===== config.mk =====
export PLATFORM = sky130hd
export DESIGN_NAME = debounce_multi_flat
export DESIGN_NICKNAME = d
export VERILOG_FILES = /design/src/rtl/debounce_multi_if.sv /design/src/rtl/debounce_multi.sv /design/src/flat_wrapper.sv
export SDC_FILE = /design/constraint.sdc
export NUM_CORES = 1
export LEC_CHECK = 0
export CORE_MARGIN = 5
export CORE_UTILIZATION = 45
export CTS_BUF_LIST = sky130_fd_sc_hd__clkbuf_8
export CTS_CLUSTER_DIAMETER = 200
export DETAILED_ROUTE_END_ITERATION = 10
export PLACE_DENSITY = 0.73
export SYNTH_ARGS = -nofsm -noshare
export SYNTH_HDL_FRONTEND = slang
export SYNTH_SLANG_ARGS = --single-unit

===== constraint.sdc =====
create_clock -name clk -period 2 [get_ports clk]
set_clock_uncertainty 0.2 [all_clocks]
set_input_delay 0.6 -clock clk [delete_from_list [all_inputs] [get_ports clk]]
set_output_delay 0.6 -clock clk [all_outputs]
set_load 0.02 [all_outputs]

===== src/rtl/debounce_multi_if.sv =====
// Button-side bundle for debounce_multi: raw button levels in, clean key levels and strobes out.
// The debouncer takes the slave modport and the button source or bench takes the master modport.
interface debounce_multi_if #(
  parameter int N_CH = 4
);
  logic [N_CH-1:0] btn_in;
  logic            tick;
  logic [N_CH-1:0] key;
  logic [N_CH-1:0] key_press;
  logic [N_CH-1:0] key_release;
  logic [N_CH-1:0] key_long;

  modport master (
    output btn_in,
    input  tick,
    input  key,
    input  key_press,
    input  key_release,
    input  key_long
  );

  modport slave (
    input  btn_in,
    output tick,
    output key,
    output key_press,
    output key_release,
    output key_long
  );
endinterface


===== src/rtl/debounce_multi.sv =====
// N-channel push-button debouncer: one tick prescaler shared by every channel, plus per-channel
// synchroniser, stability counter and long-press counter driving registered single-cycle strobes.
module debounce_multi #(
  parameter int N_CH         = 4,
  parameter int CLK_DIV      = 50000,
  parameter int STABLE_TICKS = 30,
  parameter int LONG_TICKS   = 1000,
  parameter int ACTIVE_LOW   = 0
) (
  input  logic clk,
  input  logic rst,
  debounce_multi_if.slave bus
);

  localparam int PW = (CLK_DIV > 2) ? $clog2(CLK_DIV) : 1;
  localparam int SW = $clog2(STABLE_TICKS + 1);
  localparam int LW = $clog2(LONG_TICKS + 1);
  localparam logic [N_CH-1:0] IDLE = (ACTIVE_LOW != 0) ? {N_CH{1'b1}} : {N_CH{1'b0}};

  logic [PW-1:0]   pcnt;
  logic            tick_r;
  logic [N_CH-1:0] sync1;
  logic [N_CH-1:0] sync2;
  logic [N_CH-1:0] s;
  logic [N_CH-1:0] key_r;
  logic [N_CH-1:0] press_r;
  logic [N_CH-1:0] release_r;
  logic [N_CH-1:0] long_r;
  logic [SW-1:0]   scnt [N_CH];
  logic [LW-1:0]   lcnt [N_CH];

  // tick is registered one count early so it is high exactly while pcnt == CLK_DIV-1
  always_ff @(posedge clk or negedge rst) begin
    if (!rst) begin
      pcnt   <= '0;
      tick_r <= 1'b0;
    end else begin
      if (pcnt == PW'(CLK_DIV - 1)) begin
        pcnt <= '0;
      end else begin
        pcnt <= pcnt + PW'(1);
      end
      tick_r <= (pcnt == PW'(CLK_DIV - 2));
    end
  end

  // Synchroniser resets to the idle level so an idle button produces no event at reset release
  always_ff @(posedge clk or negedge rst) begin
    if (!rst) begin
      sync1 <= IDLE;
      sync2 <= IDLE;
      s     <= '0;
    end else begin
      sync1 <= bus.btn_in;
      sync2 <= sync1;
      s     <= sync2 ^ IDLE;
    end
  end

  always_ff @(posedge clk or negedge rst) begin
    if (!rst) begin
      key_r     <= '0;
      press_r   <= '0;
      release_r <= '0;
      long_r    <= '0;
      for (int i = 0; i < N_CH; i++) begin
        scnt[i] <= '0;
        lcnt[i] <= '0;
      end
    end else begin
      press_r   <= '0;
      release_r <= '0;
      long_r    <= '0;
      for (int i = 0; i < N_CH; i++) begin
        if (tick_r) begin
          if (s[i] == key_r[i]) begin
            scnt[i] <= '0;
          end else if (scnt[i] == SW'(STABLE_TICKS - 1)) begin
            key_r[i]     <= s[i];
            scnt[i]      <= '0;
            press_r[i]   <= s[i];
            release_r[i] <= ~s[i];
          end else begin
            scnt[i] <= scnt[i] + SW'(1);
          end
        end

        // Saturating at LONG_TICKS makes key_long a one-shot per press
        if (!key_r[i]) begin
          lcnt[i] <= '0;
        end else if (tick_r && (lcnt[i] < LW'(LONG_TICKS))) begin
          lcnt[i] <= lcnt[i] + LW'(1);
          if (lcnt[i] == LW'(LONG_TICKS - 1)) begin
            long_r[i] <= 1'b1;
          end
        end
      end
    end
  end

  assign bus.tick        = tick_r;
  assign bus.key         = key_r;
  assign bus.key_press   = press_r;
  assign bus.key_release = release_r;
  assign bus.key_long    = long_r;

endmodule


===== src/flat_wrapper.sv =====
// flat-port wrapper written by rule: the top's interface ports become plain ports
module debounce_multi_flat 
#(
  parameter int N_CH         = 4,
  parameter int CLK_DIV      = 50000,
  parameter int STABLE_TICKS = 30,
  parameter int LONG_TICKS   = 1000,
  parameter int ACTIVE_LOW   = 0
)
  (clk, rst, bus_btn_in, bus_tick, bus_key, bus_key_press, bus_key_release, bus_key_long);
  debounce_multi_if #(.N_CH(N_CH)) bus_i ();
  input  logic clk;
  input  logic rst;
  input wire logic [$bits(bus_i.btn_in)-1:0] bus_btn_in;
  output wire logic [$bits(bus_i.tick)-1:0] bus_tick;
  output wire logic [$bits(bus_i.key)-1:0] bus_key;
  output wire logic [$bits(bus_i.key_press)-1:0] bus_key_press;
  output wire logic [$bits(bus_i.key_release)-1:0] bus_key_release;
  output wire logic [$bits(bus_i.key_long)-1:0] bus_key_long;
  assign bus_i.btn_in = bus_btn_in;
  assign bus_tick = bus_i.tick;
  assign bus_key = bus_i.key;
  assign bus_key_press = bus_i.key_press;
  assign bus_key_release = bus_i.key_release;
  assign bus_key_long = bus_i.key_long;
  debounce_multi #(.N_CH(N_CH), .CLK_DIV(CLK_DIV), .STABLE_TICKS(STABLE_TICKS), .LONG_TICKS(LONG_TICKS), .ACTIVE_LOW(ACTIVE_LOW)) u_core (.clk(clk), .rst(rst), .bus(bus_i));
endmodule

## Word level (Yosys, flattened, before mapping)

Cells that the tools add are included.

- $lt $le $gt $ge: 4
- Div/mod/pow operators: 0
- Shift-type cells: 0
- Multipliers: 0
- Bitwise logic cells: 8
- Muxes and demuxes: 53
- Reduce and logical (&&, ||, !) cells: 8
- Add/sub/neg operators: 9
- Eq/ne operators: 18

Operators with widths:

| cell | number |
|---|---|
| two-way mux 10 bit | 8 |
| adder 10 x 1 -> 10 bit, second input constant | 4 |
| equality test 10 bit, second input constant | 4 |
| < comparator 10 bit, second input constant | 4 |
| two-way mux 5 bit | 8 |
| two-way mux 1 bit | 36 |
| equality test 16 bit, second input constant | 2 |
| adder 5 x 1 -> 5 bit, second input constant | 4 |
| equality test 5 bit, second input constant | 4 |
| adder 16 x 1 -> 16 bit, second input constant | 1 |
| two-way mux 16 bit | 1 |
| AND reduction 3 bit | 4 |
| inequality test 2 bit, second input constant | 4 |
| NOT 1 bit | 8 |
| equality test 1 bit | 4 |
| logical AND 1 bit | 4 |

- ROM bits: 0
- Bits in writable memories: 0
- Output and inout port bits: 17
- Memories: 0
- Bits in latches: 0
- Bits in registers: 105

## Logic depth before layout (Yosys ltp)

Gate-level depths: netlist of the first run.

- Depth in word-level cells: 4
- Depth in mapped cells: 6
- Depth with buffers taken out: 6

## Worst setup path after synthesis of the first run

No wires, ideal clock.

- Path kind: register to register
- Start point: register u_core.tick_r (netlist: u_core.bus.tick)
- End point: register u_core.lcnt[17] in the netlist's numbering
- Library setup time: 77 ps
- Stages on the path, launching flop included: 5
- Data arrival time: 1364 ps
- Data required time: 1723 ps
- Path slack: 359 ps
- Cells stage by stage: dfrtp_1 and4_4 nand4_2 or3_1 a21oi_1

- Word-level cells in the longest chain between the ends: 2

Ends and longest elaborated chain:

| what | RTL line | source |
|---|---|---|
| start: declaration | debounce_multi.sv:21 | `logic tick_r;` |
| start signal: assignment | debounce_multi.sv:43 | `tick_r <= (pcnt == PW'(CLK_DIV - 2));` |
| logical AND 1 bit | debounce_multi.sv:91 | `end else if (tick_r && (lcnt[i] < LW'(LONG_TICKS))) begin` |
| inequality test 2 bit (no source line) | - |  |
| end signal: indexed assignment | debounce_multi.sv:92 | `lcnt[i] <= lcnt[i] + LW'(1);` |
| end: declaration | debounce_multi.sv:30 | `logic [LW-1:0] lcnt [N_CH];` |

Every way passes these cells.
A chain may end at the register's enable or synchronous reset.

## Worst setup path after layout of the first run

- Start point: register u_core.tick_r (netlist: u_core.bus.tick)
- End point: output port bus_tick

RTL lines:

| what | RTL line | source |
|---|---|---|
| end: declaration | flat_wrapper.sv:15 | `output wire logic [$bits(bus_i.tick)-1:0] bus_tick;` |

No word-level cell between the ends.

==> results.json, run 1 <==
{
  "status": "completed",
  "clk_pin_slew_ns": 0.09,
  "layout_commonest_cell": "dfrtp_1",
  "post_cts_buffers": 0,
  "netlist_area_sq_um": 4950,
  "finalNonFillerCells": 637,
  "synth.net_count": 482,
  "cp_slowest_stage_delay_ns": 0.41,
  "total_power_uw": 3500,
  "arrival_ns": 1.10,
  "ys_seq_elements": 105,
  "drcViolationCount": 0,
  "clk_latency_ns": 0.36,
  "path_cells": "dlygate4sd2_1",
  "finalHoldViolations": 0,
  "required_ns": 1.20,
  "dp_cells": 621,
  "fin_tns_setup_ns": 0,
  "core-area_sq_um": 10800,
  "start_kind": "register",
  "diodes": 0,
  "ir_drop_mv": 0.456,
  "dr.pass1.iters": 4,
  "leakage_uw": 0.00246,
  "yosysSeqAreaShare_pct": 53.1,
  "slew_viol_final": 0,
  "htreeDepth": 3,
  "worstSetupEndpointType": "output port",
  "start_util_pct": 45.9,
  "final_cell_mix": "105 x dfrtp_1, 30 x nand2_1, 30 x nor2_1, 27 x nand3_1, 24 x xnor2_1",
  "p_per_area_nw_per_um2": 628,
  "critPathSlowestCell": "dfrtp_1",
  "syn2layout_area_growth_pct": 12.7,
  "drive_gt1_share_pct": 7.65,
  "yosysWarnings": 0,
  "fin_util_pct": 51.7,
  "rsz0062_at_grt": "false",
  "clock-sinks": 105,
  "finalWirelength_um": 8700,
  "num_vias": 3514,
  "drt_iter0_drc": 257,
  "port_buffers": 22,
  "num_rows": 38,
  "ys_async_sr_fraction_pct": 100,
  "synth_edf_count": 0,
  "drtAntennaViolNets": 0,
  "synth_area_per_cell_sq_um": 10.7,
  "grt_usage_pct": 14.5,
  "viasPerCell": 5.52,
  "max_freq_ghz": 0.526,
  "finalSetupViolCount": 0,
  "die_x_um": 115,
  "cpLargestDelayFamily": "flip-flops",
  "clockBufferDepth": 2,
  "nets": 513,
  "dieArea_sq_um": 13200,
  "grt_max_degree": 45,
  "io_pins": 23,
  "syn_inst": 462,
  "grt_first_pass_wirelength_um": 15600,
  "critPathMaxFanout": 2,
  "antenna_found_initial": 0,
  "gp_congestion": 0.804,
  "grt_pass1_vias": 3422,
  "timing.hold.ws_ns": 0.143,
  "maxCapViolCount": 0,
  "synth_cell_types": 51,
  "cts_tree": "yes",
  "worst_pin_slew_ns": 0.434,
  "slew_headroom_pct": 71.0,
  "clockRootBuffer": "clkbuf_8",
  "hp-class": "register to register",
  "numCtsBuffers": 9,
  "finalCriticalPeriod_ns": 1.90,
  "path_class": "register to output port",
  "grt.overflow.total": 0,
  "wire_per_inst_um": 13.7,
  "synthFlopType": "dfrtp_1",
  "dpl.hpwl_um": 6090,
  "cp_num_buf_inv": 1,
  "min_period_over_period_pct": 95.0,
  "die_h_um": 115
}
[Yosys cell counts, drive strengths merged (12+ instances only)]
master / number / area (sq um)
dfrtp: 105 / 2630
nand2: 30 / 113
nor2: 30 / 113
nand3: 28 / 145
o21ai: 24 / 120
xnor2: 24 / 210
and2: 20 / 125
a21oi: 15 / 75.1
and4: 14 / 125
ha: 14 / 175
nand2b: 13 / 81.3
nand4: 13 / 100
nor3: 12 / 60.1
xor2: 12 / 105
[routing by layer]
| layer | wire length, um | share of wire [%] | GRT usage (%) | vias to the layer above |
|---|---|---|---|---|
| met2 | 3990 | 46 | 22.6 | 68 |
| met5 | 0 | 0 | 0 | - |
| met3 | 350 | 4.0 | 3.68 | 16 |
| met4 | 145 | 1.7 | 5.16 | 0 |
| met1 | 4210 | 48 | 19.8 | 1706 |
| li1 | - | - | - | 1724 |
[cell type report]
class | instances | area [sq um]
clock inverter | 4 | 45.0
multi-input combinational | 333 | 2220
clock buffer | 11 | 151
inverter | 11 | 41.3
tap | 140 | 175
fill | 940 | 5220
timing repair buffer | 33 | 319
sequential | 105 | 2630
[flip-flops by register name, indices dropped and copies added (netlist names)]
signal,flops
u_core.lcnt,40
u_core.scnt,20
u_core.pcnt,16
u_core.bus.key,4
u_core.bus.key_long,4
u_core.bus.key_press,4
u_core.bus.key_release,4
u_core.s,4
u_core.sync1,4
u_core.sync2,4
u_core.bus.tick,1
[through the flow]
stage	setup WS (ns)	instance area, sq um
finish	0.0994	5580
CTS	0.0706	5580
global route	0.0278	5580
global placement	0.215	5390
floorplan	0.359	4950
detailed placement	0.176	5390
[repair_timing]
| item | 4_1_cts | 5_1_grt |
|---|---|---|
| hold buffers | 1 | 0 |
| gates resized for setup | 17 | 0 |
| setup endpoints to repair | 17 | 0 |
| endpoints found under the hold margin | 26 | 0 |
[where the power goes]
group	switching, uW	leakage, uW	internal [uW]
Combinational	51.4	0.000928	26.1
Sequential	6.57	0.00143	2130
Clock	656	0.000104	632
Total	714	0.00246	2790
[worst reg2reg max path: cells and delay by family, from the launching register on]
| kind | cells | cell delay [ns] |
|---|---|---|
| compound gates | 1 | 0.17 |
| flops | 1 | 0.40 |
| simple gates | 3 | 0.75 |
| buf+inv | 1 | 0.22 |
[path summary, 6_finish.rpt]
kind / cells after the start / slack (ns) / endpoint / startpoint
worst max-delay path: 1 / 0.1 / bus_tick / u_core.bus.tick$_DFF_PN0_
max in group asynchronous: 3 / 0.53 / u_core.sync1[1]$_DFF_PN0_ / rst
worst min-delay path: 0 / 0.14 / u_core.s[1]$_DFF_PN0_ / u_core.sync2[1]$_DFF_PN0_
worst max register to register: 5 / 0.20 / u_core.lcnt[17]$_DFFE_PN0P_ / u_core.bus.tick$_DFF_PN0_
min in group asynchronous: 2 / 0.52 / u_core.lcnt[16]$_DFFE_PN0P_ / rst
worst min register to register: 0 / 0.14 / u_core.s[1]$_DFF_PN0_ / u_core.sync2[1]$_DFF_PN0_
[cell families after synthesis]
| group | after synthesis | share of synthesized area [%] |
|---|---|---|
| mux | 10 | 2.12 |
| simple gates | 189 | 21.4 |
| flops | 105 | 53.1 |
| xor+xnor | 36 | 6.37 |
| compound gates | 84 | 11.4 |
| buf+inv | 24 | 2.12 |
| fa+ha+maj | 14 | 3.54 |
(Power assumes the default switching activity.)
==> inputs of run 2 (changes only) <==
- PLACE_DENSITY: 0.73 -> default
- PLACE_DENSITY_LB_ADDON: default -> 0.25
==> run 2 against run 1 <==
Design area hardly changed. Sequential share of layout area hardly changed. Maximum frequency is 0.17% lower. Combinational power is 2% lower. Utilization hardly changed. Hold slack better by 0.0086 ns. Routed wire length is 0.28% higher. Setup slack worse by 0.0032 ns. Critical path depth stayed put. Die area stayed put. Global-route usage is 0.43 points lower. Critical path type unchanged. Largest power group unchanged. Highest routed layer unchanged.
==> results.json, run 2 (same netlist as run 1, synthesis figures left out) <==
{
  "start_util_pct": 45.9,
  "pre_cts_ws_ns": 0.212,
  "port_buffers": 22,
  "grt.overflow.total": 0,
  "dpl.hpwl_um": 5910,
  "ff2ff_setup_slack_ns": 0.20,
  "layout_commonest_cell": "dfrtp_1",
  "clk_pin_slew_ns": 0.09,
  "grt_max_degree": 45,
  "ir_drop_mv": 0.498,
  "finalWirelength_um": 8720,
  "cts_tree": "yes",
  "cp_num_buf_inv": 1,
  "path_class": "register to output port",
  "drcViolationCount": 0,
  "final.fill_count": 942,
  "diodes": 0,
  "critPathSlowestCell": "dfrtp_1",
  "core-area_sq_um": 10800,
  "num_rows": 38,
  "gp_congestion": 0.810,
  "post_cts_buffers": 0,
  "maxCapViolCount": 0,
  "critPathMaxFanout": 2,
  "leakage_uw": 0.00246,
  "num_vias": 3435,
  "die_h_um": 115,
  "drtAntennaViolNets": 0,
  "drt_iter0_drc": 239,
  "grt_usage_pct": 14.1,
  "slew_headroom_pct": 75.5,
  "p_per_area_nw_per_um2": 638,
  "finalCriticalPeriod_ns": 1.90,
  "fin_ws_ns": 0.0962,
  "final_cell_mix": "105 x dfrtp_1, 30 x nand2_1, 30 x nor2_1, 27 x nand3_1, 24 x xnor2_1",
  "worstSetupEndpointType": "output port",
  "reg_top3": "u_core.lcnt (40), u_core.scnt (20), u_core.pcnt (16)",
  "grt_pass1_vias": 3231,
  "clk_latency_ns": 0.37,
  "required_ns": 1.20,
  "start_kind": "register",
  "arrival_ns": 1.10,
  "path_cells": "dlygate4sd2_1",
  "clockRootBuffer": "clkbuf_8",
  "numCtsBuffers": 9,
  "fin_tns_setup_ns": 0,
  "cp_slowest_stage_delay_ns": 0.41,
  "min_period_over_period_pct": 95.2,
  "clockBufferDepth": 2,
  "finalHoldViolations": 0,
  "slew_viol_final": 0,
  "clock-sinks": 105,
  "nets": 512,
  "htreeDepth": 3,
  "wire_per_inst_um": 13.7,
  "syn2layout_area_growth_pct": 12.7,
  "worst_pin_slew_ns": 0.363,
  "viasPerCell": 5.39,
  "antenna_found_initial": 0,
  "max_freq_ghz": 0.525,
  "finalSetupViolCount": 0,
  "largest_register_ffs": 40,
  "grt_first_pass_wirelength_um": 15300,
  "cpLargestDelayFamily": "flip-flops",
  "dr.pass1.iters": 4,
  "die_x_um": 115,
  "io_pins": 23,
  "status": "completed",
  "dieArea_sq_um": 13200,
  "hp-class": "register to register",
  "rsz0062_at_grt": "false",
  "top_register": "u_core.lcnt",
  "drive_gt1_share_pct": 7.85
}
## run 2: where the power goes
group	internal, uW	leakage, uW	switching, uW
logic	24.9	0.000924	51.0
clock network	643	0.000107	701
registers	2130	0.00143	7.07
total	2800	0.00246	759
## run 2: per-stage QoR
stage,total power (uW),cell area (sq um),cells,utilization (%),hold WS [ns]
after floorplan,2190,4950,462,-,0.104
after global placement,2260,5390,620,49.9,0.132
after detailed placement,2260,5390,620,49.9,0.136
after CTS,3630,5580,637,51.7,0.155
after global routing,3710,5580,637,51.7,0.155
final,3560,5580,637,51.7,0.152
## run 2: timing repair
| action | in CTS | in global routing |
|---|---|---|
| endpoints found under the hold margin | 14 | 0 |
| hold buffers | 1 | 0 |
| setup endpoints to repair | 17 | 0 |
| gates resized for setup | 17 | 0 |
## run 2: cell type report
type,count,area (sq um),share of cell area (%)
Multi-Input combinational cell,333,2220,39.8
Tap cell,140,175,3.14
Timing Repair Buffer,32,312,5.58
Clock inverter,5,55.1,0.987
Sequential cell,105,2630,47.1
Inverter,11,41.3,0.740
Clock buffer,11,151,2.71
## run 2: routing by layer
metal	GRT usage, %	up-vias	wire, um
met4	3.99	0	97
li1	-	1723	-
met5	0	-	0
met2	21.7	44	4040
met1	19.8	1659	4290
met3	3.53	9	301
## run 2: worst register-to-register path: cells and delay by family, from the launching register on
family / cells / cell delay [ns]
AOI/OAI and AO/OA: 1 / 0.14
buffers and inverters: 1 / 0.22
DFF: 1 / 0.39
and+or+nand+nor: 3 / 0.76
## run 2: worst paths after layout
kind / from / to / depth (start not counted)
min: u_core.sync2[3]$_DFF_PN0_ / u_core.s[3]$_DFF_PN0_ / 0
max in group asynchronous: rst / u_core.lcnt[35]$_DFFE_PN0P_ / 3
max: u_core.bus.tick$_DFF_PN0_ / bus_tick / 1
min in group asynchronous: rst / u_core.lcnt[14]$_DFFE_PN0P_ / 2
min reg2reg: u_core.sync2[3]$_DFF_PN0_ / u_core.s[3]$_DFF_PN0_ / 0
max reg2reg: u_core.bus.tick$_DFF_PN0_ / u_core.lcnt[17]$_DFFE_PN0P_ / 5
